$ cat src/rtl/cmd_reg_arbiter.sv
// Command-register bank shared by several write requesters.
// Grants one write per three-cycle transaction (IDLE -> WRITE -> DONE),
// either round-robin or with requester 0 as fixed top priority, holds the
// bank as registered 16-bit words and pulses a per-word write strobe.
module cmd_reg_arbiter #(
   parameter int unsigned NREQ      = 3,
   parameter int unsigned PRIO0     = 1,
   parameter int unsigned BASE_ADDR = 24,
   parameter int unsigned NWORDS    = 19,
   parameter int unsigned AW        = 10
) (
   input  logic                   SYS_CLK,
   input  logic                   SYS_RST_N,
   input  logic                   LOCK,
   input  logic [NREQ-1:0]        REQ_VALID,
   input  logic [NREQ*AW-1:0]     REQ_ADDR,
   input  logic [NREQ*16-1:0]     REQ_DATA,
   output logic [NREQ-1:0]        REQ_READY,
   output logic [NREQ-1:0]        REQ_ERR,
   output logic [NWORDS*16-1:0]   CMD_REG,
   output logic [NWORDS-1:0]      WR_STROBE,
   output logic                   BUSY
);

   localparam int unsigned IW = (NREQ > 1) ? $clog2(NREQ) : 1;
   localparam logic [AW-1:0] BASE_A   = AW'(BASE_ADDR);
   localparam logic [AW-1:0] NWORDS_A = AW'(NWORDS);

   typedef enum logic [1:0] {
      S_IDLE,
      S_WRITE,
      S_DONE
   } state_t;

   state_t          state;
   logic [IW-1:0]   ptr;
   logic [IW-1:0]   gnt_hold;
   logic [AW-1:0]   addr_hold;
   logic [15:0]     data_hold;

   logic [IW-1:0]   gnt_next;
   logic            gnt_found;
   logic [2*NREQ-1:0] valid_dbl;
   logic [NREQ-1:0] valid_rot;
   logic [AW-1:0]   off;
   logic            in_win;

   // Winner selection: requester 0 override, else first valid after ptr.
   // The valid vector is rotated so bit 0 is requester ptr+1.
   always_comb begin
      gnt_found = 1'b0;
      gnt_next  = '0;
      valid_dbl = {REQ_VALID, REQ_VALID};
      valid_rot = NREQ'(valid_dbl >> (32'(ptr) + 1));
      if (PRIO0 != 0 && REQ_VALID[0]) begin
         gnt_found = 1'b1;
         gnt_next  = '0;
      end else begin
         for (int unsigned k = 0; k < NREQ; k++) begin
            if (!gnt_found && valid_rot[k]) begin
               gnt_found = 1'b1;
               gnt_next  = IW'((32'(ptr) + 1 + k) % NREQ);
            end
         end
      end
   end

   // Window decode: addresses below BASE wrap to large offsets and fail the bound.
   always_comb begin
      off    = addr_hold - BASE_A;
      in_win = (off < NWORDS_A);
   end

   // Transaction FSM with registered handshake, strobe and register bank.
   always_ff @(posedge SYS_CLK or negedge SYS_RST_N) begin
      if (!SYS_RST_N) begin
         state     <= S_IDLE;
         ptr       <= IW'(NREQ - 1);
         gnt_hold  <= '0;
         addr_hold <= '0;
         data_hold <= '0;
         REQ_READY <= '0;
         REQ_ERR   <= '0;
         CMD_REG   <= '0;
         WR_STROBE <= '0;
         BUSY      <= 1'b0;
      end else begin
         case (state)
            S_IDLE: begin
               if (!LOCK && gnt_found) begin
                  gnt_hold  <= gnt_next;
                  addr_hold <= REQ_ADDR[gnt_next*AW +: AW];
                  data_hold <= REQ_DATA[gnt_next*16 +: 16];
                  BUSY      <= 1'b1;
                  state     <= S_WRITE;
               end
            end
            S_WRITE: begin
               for (int unsigned k = 0; k < NWORDS; k++) begin
                  if (in_win && off == AW'(k)) begin
                     CMD_REG[k*16 +: 16] <= data_hold;
                     WR_STROBE[k]        <= 1'b1;
                  end
               end
               REQ_READY[gnt_hold] <= 1'b1;
               REQ_ERR[gnt_hold]   <= ~in_win;
               ptr                 <= gnt_hold;
               state               <= S_DONE;
            end
            S_DONE: begin
               REQ_READY <= '0;
               REQ_ERR   <= '0;
               WR_STROBE <= '0;
               BUSY      <= 1'b0;
               state     <= S_IDLE;
            end
            default: begin
               state <= S_IDLE;
            end
         endcase
      end
   end

endmodule

$ cat config.mk
export PLATFORM = sky130hd
export DESIGN_NAME = cmd_reg_arbiter
export DESIGN_NICKNAME = d
export VERILOG_FILES = /design/src/rtl/cmd_reg_arbiter.sv
export SDC_FILE = /design/constraint.sdc
export NUM_CORES = 1
export LEC_CHECK = 0
export BUFFER_PORTS_ARGS = -buffer_cell sky130_fd_sc_hd__buf_4
export CAP_MARGIN = 20
export CELL_PAD_IN_SITES_DETAIL_PLACEMENT = 0
export CELL_PAD_IN_SITES_GLOBAL_PLACEMENT = 2
export CORE_ASPECT_RATIO = 0.6
export CORE_UTILIZATION = 36
export DETAILED_ROUTE_END_ITERATION = 8
export PLACE_DENSITY_LB_ADDON = 0.1
export SYNTH_ARGS = -nofsm -noshare
export SYNTH_HDL_FRONTEND = slang
export SYNTH_SLANG_ARGS = --single-unit
$ cat constraint.sdc
create_clock -name SYS_CLK -period 3 [get_ports SYS_CLK]
set_input_delay 0 -clock SYS_CLK [delete_from_list [all_inputs] [get_ports SYS_CLK]]
set_output_delay 0 -clock SYS_CLK [all_outputs]
set_load 0.02 [all_outputs]
Word-level counts from Yosys, hierarchy flattened
Index checks and enable logic that the tools add are counted.

word-level totals
  register bits = 362
  output and inout bits = 330

operators by class
  add/sub/neg operators = 4
  multiply operators = 1
  divide/modulo/power cells = 3
  order comparisons = 3
  equal/unequal tests = 40
  shifts and indexed selects = 3
  multiplexer cells = 39
  bitwise operators = 2
  reductions and logical operators = 70

operators by type and width
  operator                 number
  $mod A32 B2 Y32 const B  3
  $eq A10 B4 Y1 const B    8
  $reduce_and A2 Y1        40
  $shiftx A48 B7 Y16       1
  $eq A10 B3 Y1 const B    4
  $ne A2 B2 Y1 const B     20
  $pmux W19 S2             1
  $add A32 B1 Y32 const B  1
  $shr A6 B32 Y3           1
  $eq A10 B5 Y1 const B    3
  $shiftx A30 B7 Y10       1
  $mux W1                  27
  $logic_and A1 B1 Y1      23
  $eq A10 B2 Y1 const B    2
  $pmux W3 S2              2
  $eq A10 B1 Y1 const B    1
  $logic_not A10 Y1        1
  $lt A10 B5 Y1 const B    1
  $mux W2                  5
  $sub A10 B5 Y10 const B  1
  $mul A2 B3 Y5 const B    1
  $add A3 B2 Y4 const B    1
  $pmux W2 S2              1
  $reduce_bool A2 Y1       2
  other kinds (12)         14

Depth between registers and ports, before layout
Gate-level depths: netlist (run 1).

  word-level depth = 15
  mapped depth = 12

Worst setup path before layout (run 1)
OpenSTA, ideal clock, no wires.

  path kind = register to register
  from = reg addr_hold[7]
  to = reg CMD_REG[262]
  data arrival time = 2.647 ns
  data required time = 2.875 ns
  path slack = 0.228 ns
  cell stages (with the launch flop) = 11
  path buffers = 4
  period minus slack after synthesis = 2.772 ns
  path through = dfrtp_1 -> buf_2 -> a2111oi_0 -> xor2_1 -> a21oi_1 -> nand4_1 -> buf_2 -> or4_1 -> buf_4 -> buf_6 -> mux2_4

between the ends
  word-level cells in the longest chain between the ends = 4
  elaborated cells on any way between the ends = 5
  those cells by class = add/sub: 1; order compare: 1; eq/ne: 1; reduce/logical: 2

ends and longest elaborated chain
  item                                            line     text
  from (decl)                                     38       logic [AW-1:0] addr_hold;
  from (signal assigned)                          92       addr_hold <= REQ_ADDR[gnt_next*AW +: AW];
  $sub A10 B5 Y10 (*)                             70       off = addr_hold - BASE_A;
  $lt A10 B5 Y1 or $eq A10 B5 Y1 (tied branches)  71, 100
  $logic_and A1 B1 Y1 (*)                         100      if (in_win && off == AW'(k)) begin
  $reduce_and A2 Y1 (no source line) (*)          n/a
  to (signal, indexed assignment)                 101      CMD_REG[k*16 +: 16] <= data_hold;
  to (decl)                                       20       output logic [NWORDS*16-1:0] CMD_REG,

Every way passes the cells marked *; elsewhere a longest branch is shown, timed or not.
A chain may end at the register's enable or synchronous reset.

Final worst setup path (run 1)
  from = reg addr_hold[4]
  to = reg CMD_REG[283]

Same word-level chain as after synthesis.

==> flow_metrics.tcl, run 1 <==
set metrics [dict create \
    crit_end "CMD_REG[283]" \
    dp_hpwl_microns 33400 \
    synth.area.mux_share_pct 25.9 \
    syn_nets 1138 \
    yosysTopAreaCell "dfrtp_1" \
    reg2reg_from "addr_hold[4]" \
    criticalPathCategory "reg2reg" \
    ys_async_sr_fraction_pct 100 \
    rr_worst_depth 9 \
    worstPathRequired_ps 3400 \
    synth_compound_area_share_pct 5.83 \
    start_util_pct 36.6 \
    grt_pass1_vias 10700 \
    synth-seq-cells 362 \
    slew_violations 0 \
    powerDensity_mw_per_mm2 633 \
    insertion_delay_ps 530 \
    io_buffers 413 \
    r2r_setup_slack_ps 120 \
    fp.dieArea_sq_mm 0.0434 \
    synth_top_family_by_area "multiplexers" \
    fin_worst_skew_ps 16.5 \
    drive_above_1_share_pct 54.6 \
    ys.flop_type "dfrtp_1" \
    cts_buffers 38 \
    vias_per_cell 4.94 \
    area_growth_pct 39.8 \
    drtAntennaViolNets 0 \
    final_common_cell "buf_4" \
    period_share_pct 96.0 \
    start_kind "flip-flop" \
    stdcell_area_sq_mm 0.0214 \
    maxSlewHeadroom_pct 38.0 \
    rr_endpoint "CMD_REG[283]" \
    synthSimpleGateAreaFrac_pct 4.64 \
    die_x_microns 268 \
    core_sq_mm 0.0419 \
    ios 414 \
    antenna_found_initial 2 \
    rows 58 \
    synth.area.top_cells "dfrtp_1 (59%), mux2_2 (18%), mux2_4 (6.2%)" \
    drc 0 \
    fillCellCount 3721 \
    drt_iter0_markers 588 \
    finalWirelength_microns 48000 \
    clockRootBuffer "clkbuf_16" \
    min_period_ps 2880 \
    final.setup.tns_ps 0 \
    ir_drop_mv 0.351 \
    synth_edf_count 0 \
    clock_path_buffers 3 \
    syn_avg_cell_area_sq_um 14.7 \
    worstPathArrival_ps 3280 \
    synth_cell_types 56 \
    syn_area_sq_mm 0.0153 \
    die_h_microns 162 \
    grt_pass1_wl_microns 70800 \
    place_area_sq_mm 0.0194 \
    end_kind "flip-flop" \
    nNetsFinal 1626 \
    clock_sinks 362 \
    rsz0062_at_grt "no" \
    firstDrtPassIters 4 \
    detail_route.wl_per_cell_microns 22.5 \
    synth_top_area_share_pct 58.9 \
    ys_warn_count 0 \
    status "completed" \
    synth.yosys.seq_area_share_pct 59.1 \
    p_leak_uw 0.0112 \
    hold_violations 0 \
    startpoint "addr_hold[4]" \
    synth_cells 1046 \
    layout_common_cells "buf_4 (447), dfrtp_1 (361), mux2_2 (247)" \
    grt_overflow 0 \
    htree_num_levels 2 \
    worst_slew_pin_slew_ps 930 \
    crit_path_max_fanout 25 \
    path_clk_slew_ps 60 \
    grt_use_total_pct 21.8 \
    synth_xor_area_share_pct 0.171 \
    routed-via-count 10600 \
    gp_congestion 0.795 \
    fmax_mhz 347 \
    setup_viol 0 \
    hold_class "in2reg" \
    cts_tree "built" \
    maxCapViolCount 0 \
    synth-adder-area-share_pct 0.653 \
    grt_max_degree 94 \
]
per-stage QoR:
stage	cells	hold WS (ps)	util, %	total power, uW	worst slack, ps
after CTS	2130	1.72	51.0	13700	48.8
after floorplan	1046	-296	-	7440	228
after detailed placement	1983	84.7	46.2	8850	73.6
after global placement	1983	88.8	46.2	8850	72.9
after global routing	2135	16.2	51.1	14300	15.8
final	2135	12.5	51.1	13600	120
worst max-delay path: stages (launching register included):
cell and delay [ps]:
dfrtp_1 450, ha_1 290, nor3b_1 230, mux2i_1 110, o32ai_2 180, nand4_1 140
buf_4 250, or4_1 590, buf_12 200, mux2_4 300
area by class of cell:
cell class	count	area, sq um	area share (%)
Timing Repair Buffer	547	4570	21.3
Clock inverter	14	100	0.467
Tap cell	570	713	3.33
Inverter	21	78.8	0.368
Antenna cell	2	5.00	0.0233
Sequential cell	362	9060	42.3
Clock buffer	55	1140	5.31
Multi-Input combinational cell	564	5770	26.9
report_power, final:
group          switching [uW]  internal [uW]  leakage (uW)  total, uW
Clock                    2000           2730      0.000615       4730
Combinational            1560           1200       0.00556       2760
Sequential                912           5170       0.00499       6080
how the worst min path moves through the flow:
| stage | from | endpoint | slack, ps | cells after the start |
|---|---|---|---|---|
| after floorplan | SYS_RST_N | BUSY | -300 | 0 |
| after global placement | SYS_RST_N | CMD_REG[123] | 90 | 1 |
| after detailed placement | SYS_RST_N | CMD_REG[123] | 80 | 1 |
| after CTS | REQ_ADDR[17] | addr_hold[7] | 2 | 3 |
| after global routing | REQ_ADDR[12] | addr_hold[2] | 20 | 3 |
| final | REQ_ADDR[12] | addr_hold[2] | 10 | 3 |
logic make-up after synthesis:
kind of cell	after synthesis
flip-flops	362
AO/OA/AOI/OAI	109
XOR/XNOR	3
adder cells (fa/ha/maj)	8
AND/OR/NAND/NOR	112
multiplexers	332
buffers and inverters	120
Yosys cell counts (all sizes together) (2+ instances only):
cell / instances
a22oi: 6
o41a: 3
a21oi: 12
o211ai: 4
xnor2: 2
dfrtp: 361
a221o: 27
nor2: 13
a211oi: 2
nand2b: 5
o311ai: 5
nand4: 2
or4: 7
or3: 5
nand2: 24
a21o: 2
clkbuf: 51
nor2b: 12
and4: 2
inv: 21
a22o: 3
a31oi: 2
buf: 48
o2bb2ai: 4
o21ai: 11
o21a: 2
nor4b: 26
ha: 8
nand3: 4
a2111oi: 4
a2bb2oi: 6
nor3: 8
mux2: 331
o31ai: 10
state kept, by name, summed over array words and instances (netlist names):
register   cells
ptr            2
gnt_hold       2
state          2
CMD_REG      304
BUSY           1
REQ_ERR        3
data_hold     16
addr_hold     10
WR_STROBE     19
REQ_READY      3
routing by layer:
| layer | vias to the layer above | track usage, % | part of all wire (%) | wire [microns] |
|---|---|---|---|---|
| li1 | 4785 | - | - | - |
| met1 | 5464 | 31.4 | 47 | 22700 |
| met2 | 239 | 34.2 | 46 | 22200 |
| met3 | 62 | 3.65 | 4.1 | 1950 |
| met4 | 0 | 5.48 | 2.2 | 1050 |
| met5 | - | 0 | 0 | 0 |
what timing repair did:
action                                 in CTS  in global routing
resized for setup                           0                  3
endpoints found under the hold margin     115                  0
hold buffers                               78                  0
setup buffers                               0                  3
setup endpoints to repair                   0                 82
(Power assumes the default switching activity.)
==> inputs of run 2 (changes only) <==
==> constraint.sdc (replaced) <==
create_clock -name SYS_CLK -period 3 [get_ports SYS_CLK]
set_input_delay 0.3 -clock SYS_CLK [delete_from_list [all_inputs] [get_ports SYS_CLK]]
set_output_delay 0.3 -clock SYS_CLK [all_outputs]
set_load 0.02 [all_outputs]
==> run 2 against run 1 <==
Critical path depth unchanged. Worst hold slack better by 110 ps. Highest routed layer unchanged. Largest cell class unchanged. Core utilization shrank 1.8 points. Die area is the same. Via count is 4.0% lower. Count of clock-buffer cells in the layout shrank 5. First-iteration DRC count down 8.3%.
==> flow_metrics.tcl, run 2 (same netlist as run 1, synthesis figures left out) <==
set metrics [dict create \
    area_growth_pct 34.9 \
    gp_congestion 0.788 \
    ios 414 \
    clockRootBuffer "clkbuf_16" \
    worstPathRequired_ps 3400 \
    final_common_cell "buf_4" \
    hold_depth 3 \
    cts_buffers 37 \
    post-place-cells 1982 \
    routed-via-count 10100 \
    io_buffers 413 \
    fp.dieArea_sq_mm 0.0434 \
    crit_path_max_fanout 19 \
    p_leak_uw 0.0108 \
    grt_overflow 0 \
    min_period_ps 2860 \
    drtAntennaViolNets 0 \
    top_regs "CMD_REG (304), WR_STROBE (19), data_hold (16)" \
    cp_top_family "compound AO/OA/AOI/OAI gates" \
    insertedDiodeCount 0 \
    cp.buffers_inverters 3 \
    rr_worst_depth 9 \
    hold_violations 0 \
    dp_hpwl_microns 33200 \
    crit_end "CMD_REG[212]" \
    die_h_microns 162 \
    cts_tree "built" \
    finalNonFillerCells 2048 \
    worst_path_largest_cell_delay_ps 480 \
    fin_util_pct 49.3 \
    rows 58 \
    multi_input_area_sq_mm 0.00578 \
    maxSlewHeadroom_pct 33.7 \
    r2r_setup_slack_ps 140 \
    cp_cell_sequence "a2111oi_2 -> xor2_1 -> a21oi_1 -> nand4_1 -> buf_4 -> buf_4 -> or3_1 -> buf_12 -> mux2_2" \
    status "completed" \
    detail_route.wl_per_cell_microns 22.8 \
    period_share_pct 95.2 \
    core_sq_mm 0.0419 \
    insertion_delay_ps 530 \
    nNetsFinal 1545 \
    clock_sinks 362 \
    end_kind "flip-flop" \
    grt_pass1_vias 10200 \
    maxCapViolCount 0 \
    grt_pass1_wl_microns 68800 \
    rr_endpoint "CMD_REG[212]" \
    rsz0062_at_grt "no" \
    slew_violations 0 \
    fmax_mhz 350 \
    setup_viol 0 \
    htree_num_levels 2 \
    regArea_sq_mm 0.00906 \
    antenna_found_initial 0 \
    firstDrtPassIters 4 \
    worstPathArrival_ps 3260 \
    vias_per_cell 4.94 \
    die_x_microns 268 \
    criticalPathCategory "reg2reg" \
    fillCellCount 3807 \
    drc 0 \
    slowest_stage "a2111oi_2" \
    layout_common_cells "buf_4 (442), dfrtp_1 (361), mux2_2 (247)" \
    fin_worst_skew_ps 15.2 \
    path_common_cell "buf_4" \
    ir_drop_mv 0.395 \
    start_kind "flip-flop" \
    path_clk_slew_ps 60 \
    powerDensity_mw_per_mm2 658 \
    finalWirelength_microns 46700 \
    drive_above_1_share_pct 57.4 \
    largest_reg_flops 304 \
    cp.depth 9 \
    reg2reg_from "addr_hold[3]" \
    startpoint "addr_hold[3]" \
    finalPower_uw 13600 \
    clock_path_buffers 3 \
    hold_class "in2reg" \
    worst_slew_pin_slew_ps 994 \
    drt_iter0_markers 539 \
    grt_use_total_pct 21.3 \
    grt_max_degree 71 \
    start_util_pct 36.6 \
    largest_register "CMD_REG" \
]
-- run 2: worst min path at each step --
stage                       startpoint             to  slack, ps
after CTS                 REQ_DATA[13]  data_hold[13]        100
after global placement       SYS_RST_N   CMD_REG[171]        290
final                     REQ_DATA[13]  data_hold[13]        130
after floorplan              SYS_RST_N           BUSY          4
after detailed placement     SYS_RST_N   CMD_REG[171]        290
after global routing      REQ_DATA[10]  data_hold[10]        130
-- run 2: repair_timing --
action | 4_1_cts | 5_1_grt
pin swaps | 0 | 2
resized for setup | 1 | 3
hold buffers | 1 | 0
endpoints found under the hold margin | 60 | 0
buffers inserted | 0 | 1
endpoints found under the setup margin | 102 | 291
-- run 2: cell type report --
class,instances,area share [%]
sequential,362,43.8
tap,570,3.45
inverter,21,0.381
timing repair buffer,467,18.4
multi-input combinational,564,27.9
clock buffer,50,5.05
clock inverter,14,0.992
-- run 2: per-stage QoR --
stage / area, sq um / hold WS (ps) / setup slack (ps) / setup TNS [ps]
finish: 20700 / 126 / 145 / 0
global route: 20700 / 127 / 10.3 / 0
floorplan: 15300 / 4.41 / 228 / 0
detailed placement: 19400 / 293 / -56.4 / -2130
global placement: 19400 / 293 / 94.4 / 0
CTS: 20700 / 103 / 42.6 / 0
-- run 2: metal layers --
| layer | up-vias | part of all wire, % | GRT usage [%] |
|---|---|---|---|
| met2 | 230 | 46 | 32.8 |
| met1 | 5229 | 47 | 31.2 |
| li1 | 4608 | - | - |
| met5 | - | 0 | 0 |
| met4 | 0 | 2.1 | 5.11 |
| met3 | 58 | 4.4 | 3.79 |
-- run 2: tightest hold or removal path: stages --
cell     delay [ps]
buf_4            70
mux2_1          120
a221o_1         130
-- run 2: where the power goes --
part	leakage (uW)	total, uW	internal (uW)	switching (uW)
combinational	0.00524	2680	1140	1540
sequential	0.00499	6100	5170	926
clock	0.000617	4830	2880	1950
==> inputs of run 3 (changes only) <==
--- a/config.mk
+++ b/config.mk
@@ -9,10 +9,11 @@
 export CAP_MARGIN = 20
 export CELL_PAD_IN_SITES_DETAIL_PLACEMENT = 0
 export CELL_PAD_IN_SITES_GLOBAL_PLACEMENT = 2
-export CORE_ASPECT_RATIO = 0.6
+export CORE_ASPECT_RATIO = 0.7
 export CORE_UTILIZATION = 36
 export DETAILED_ROUTE_END_ITERATION = 8
 export PLACE_DENSITY_LB_ADDON = 0.1
+export SLEW_MARGIN = 20
 export SYNTH_ARGS = -nofsm -noshare
 export SYNTH_HDL_FRONTEND = slang
 export SYNTH_SLANG_ARGS = --single-unit
==> run 3 against run 2 <==
Combinational power hardly changed. Sequential share of layout area hardly changed. Global-route usage is 0.71 points higher. Total power is 0.20% lower. Register-to-register slack better by 30 ps. Via count is 0.89% higher. Setup slack better by 30 ps. Largest cell class unchanged. Largest power group unchanged.
==> flow_metrics.tcl, run 3 (same netlist as run 1, synthesis figures left out) <==
set metrics [dict create \
    reg2reg_from "ptr[1]" \
    crit_end "data_hold[4]" \
    die_h_microns 175 \
    status "completed" \
    fin_worst_skew_ps 21.5 \
    rsz0062_at_grt "no" \
    die_x_microns 249 \
    power.switching_uw 4500 \
    path_clk_slew_ps 60 \
    pre_cts_slack_ps 40.3 \
    worst_slew_pin_slew_ps 1040 \
    rr_worst_depth 7 \
    grt_overflow 0 \
    nNetsFinal 1546 \
    startpoint "ptr[1]" \
    maxSlewHeadroom_pct 30.6 \
    p_clk_share_pct 35.0 \
    combinationalPowerShare_pct 19.6 \
    hold_class "in2reg" \
    worstPathRequired_ps 3430 \
    drc 0 \
    insertion_delay_ps 540 \
    largest_register "CMD_REG" \
    grt_pass1_vias 10500 \
    powerDensity_mw_per_mm2 657 \
    ios 414 \
    grt_use_total_pct 22.0 \
    dp_hpwl_microns 33900 \
    path_common_cell "a221o_1" \
    io_buffers 413 \
    top_regs "CMD_REG (304), WR_STROBE (19), data_hold (16)" \
    hold_violations 0 \
    vias_per_cell 5.05 \
    detail_route.wl_per_cell_microns 23.8 \
    crit_path_max_fanout 53 \
    fp.dieArea_sq_mm 0.0434 \
    p_leak_uw 0.0108 \
    min_period_ps 2830 \
    end_kind "flip-flop" \
    ir_drop_mv 0.554 \
    fillCellCount 3635 \
    firstDrtPassIters 4 \
    p_sw_share_pct 33.2 \
    cts_buffers 38 \
    r2r_setup_slack_ps 170 \
    criticalPathCategory "reg2reg" \
    routed-via-count 10200 \
    htree_num_levels 2 \
    layout_common_cells "buf_4 (440), dfrtp_1 (361), mux2_2 (247)" \
    fin_ws_ps 175 \
    core_sq_mm 0.0415 \
    setup_viol 0 \
    drtAntennaViolNets 0 \
    period_share_pct 94.2 \
    grt_pass1_wl_microns 71600 \
    antenna_found_initial 0 \
    finalPower_uw 13600 \
    start_util_pct 36.9 \
    gp_congestion 0.782 \
    cts_tree "built" \
    drt_iter0_markers 462 \
    grt_max_degree 78 \
    worst_path_largest_cell_delay_ps 640 \
    postCtsSetupBuffers 0 \
    rows 62 \
    slowest_stage "dfstp_2" \
    finalWirelength_microns 48100 \
    final.setup.tns_ps 0 \
    rr_endpoint "data_hold[4]" \
    seq_power_share_pct 45.5 \
    slew_violations 0 \
    maxCapViolCount 0 \
    clockRootBuffer "clkbuf_16" \
    largest_reg_flops 304 \
    final_common_cell "buf_4" \
    insertedDiodeCount 0 \
    start_kind "flip-flop" \
    worstPathArrival_ps 3250 \
    drive_above_1_share_pct 57.6 \
    clock_sinks 362 \
    cp_cell_sequence "nor2b_1 -> a221o_1 -> a222oi_1 -> a211oi_4 -> buf_12 -> mux2_1 -> a221o_1" \
    p_int_uw 9070 \
    area_growth_pct 34.8 \
    fmax_mhz 354 \
    clock_path_buffers 3 \
]
run 3: cell count changes in the layout (fill, tap and decap cells not counted), sizes merged:
cell	delta
clkinvlp	-1
inv	+1
clkinv	+2
clkbuf	-1
bufinv	-2
run 3: what timing repair did:
| action | in CTS | in global routing |
|---|---|---|
| gates resized for setup | 0 | 6 |
| endpoints found under the hold margin | 52 | 0 |
| hold buffers | 1 | 0 |
| setup endpoints to repair | 0 | 95 |
run 3: per-stage QoR:
step,utilization [%],area (sq um),hold slack (ps),cells
global placement,46.7,19400,282,1957
finish,49.8,20700,103,2021
CTS,49.7,20600,77.9,2021
global route,49.8,20700,100,2021
detailed placement,46.7,19400,289,1957
floorplan,-,15300,4.41,1046
run 3: final cells by class:
| class | instances | area (sq um) | area share [%] |
|---|---|---|---|
| inverters | 21 | 78.8 | 0.382 |
| well taps | 544 | 681 | 3.29 |
| flip-flops and latches | 362 | 9060 | 43.9 |
| repair buffers | 467 | 3830 | 18.5 |
| multi-input cells | 564 | 5780 | 28.0 |
| clock buffers | 49 | 1060 | 5.15 |
| clock inverters | 14 | 168 | 0.811 |
run 3: worst min path at each step:
stage,startpoint,endpoint,depth (start not counted)
2_1_floorplan,SYS_RST_N,BUSY,0
3_3_place_gp,SYS_RST_N,CMD_REG[262],1
3_5_place_dp,SYS_RST_N,CMD_REG[105],1
4_1_cts,REQ_DATA[6],data_hold[6],3
5_1_grt,REQ_DATA[6],data_hold[6],3
6_report,REQ_DATA[6],data_hold[6],3
run 3: power groups by stage:
stage                     Sequential (uW)  Combinational [uW]  Clock, uW
after floorplan                      5550                1890          0
after global placement               6280                2620          0
after detailed placement             6270                2630          0
after CTS                            6180                2640       4870
after global routing                 6260                2920       5060
final                                6170                2660       4740
run 3: worst max-delay path: cells and delay by family (launching register included):
kind	cells	cell delay [ps]
compound gates	4	1310
flops	1	640
mux	1	390
buf+inv	1	220
simple gates	1	130
run 3: layer usage:
layer / up-vias / GRT usage [%] / wire (microns)
met3: 54 / 4.63 / 2350
met4: 0 / 5.02 / 922
li1: 4602 / - / -
met1: 5309 / 31.1 / 22400
met2: 250 / 34.8 / 22400
met5: - / 0 / 0
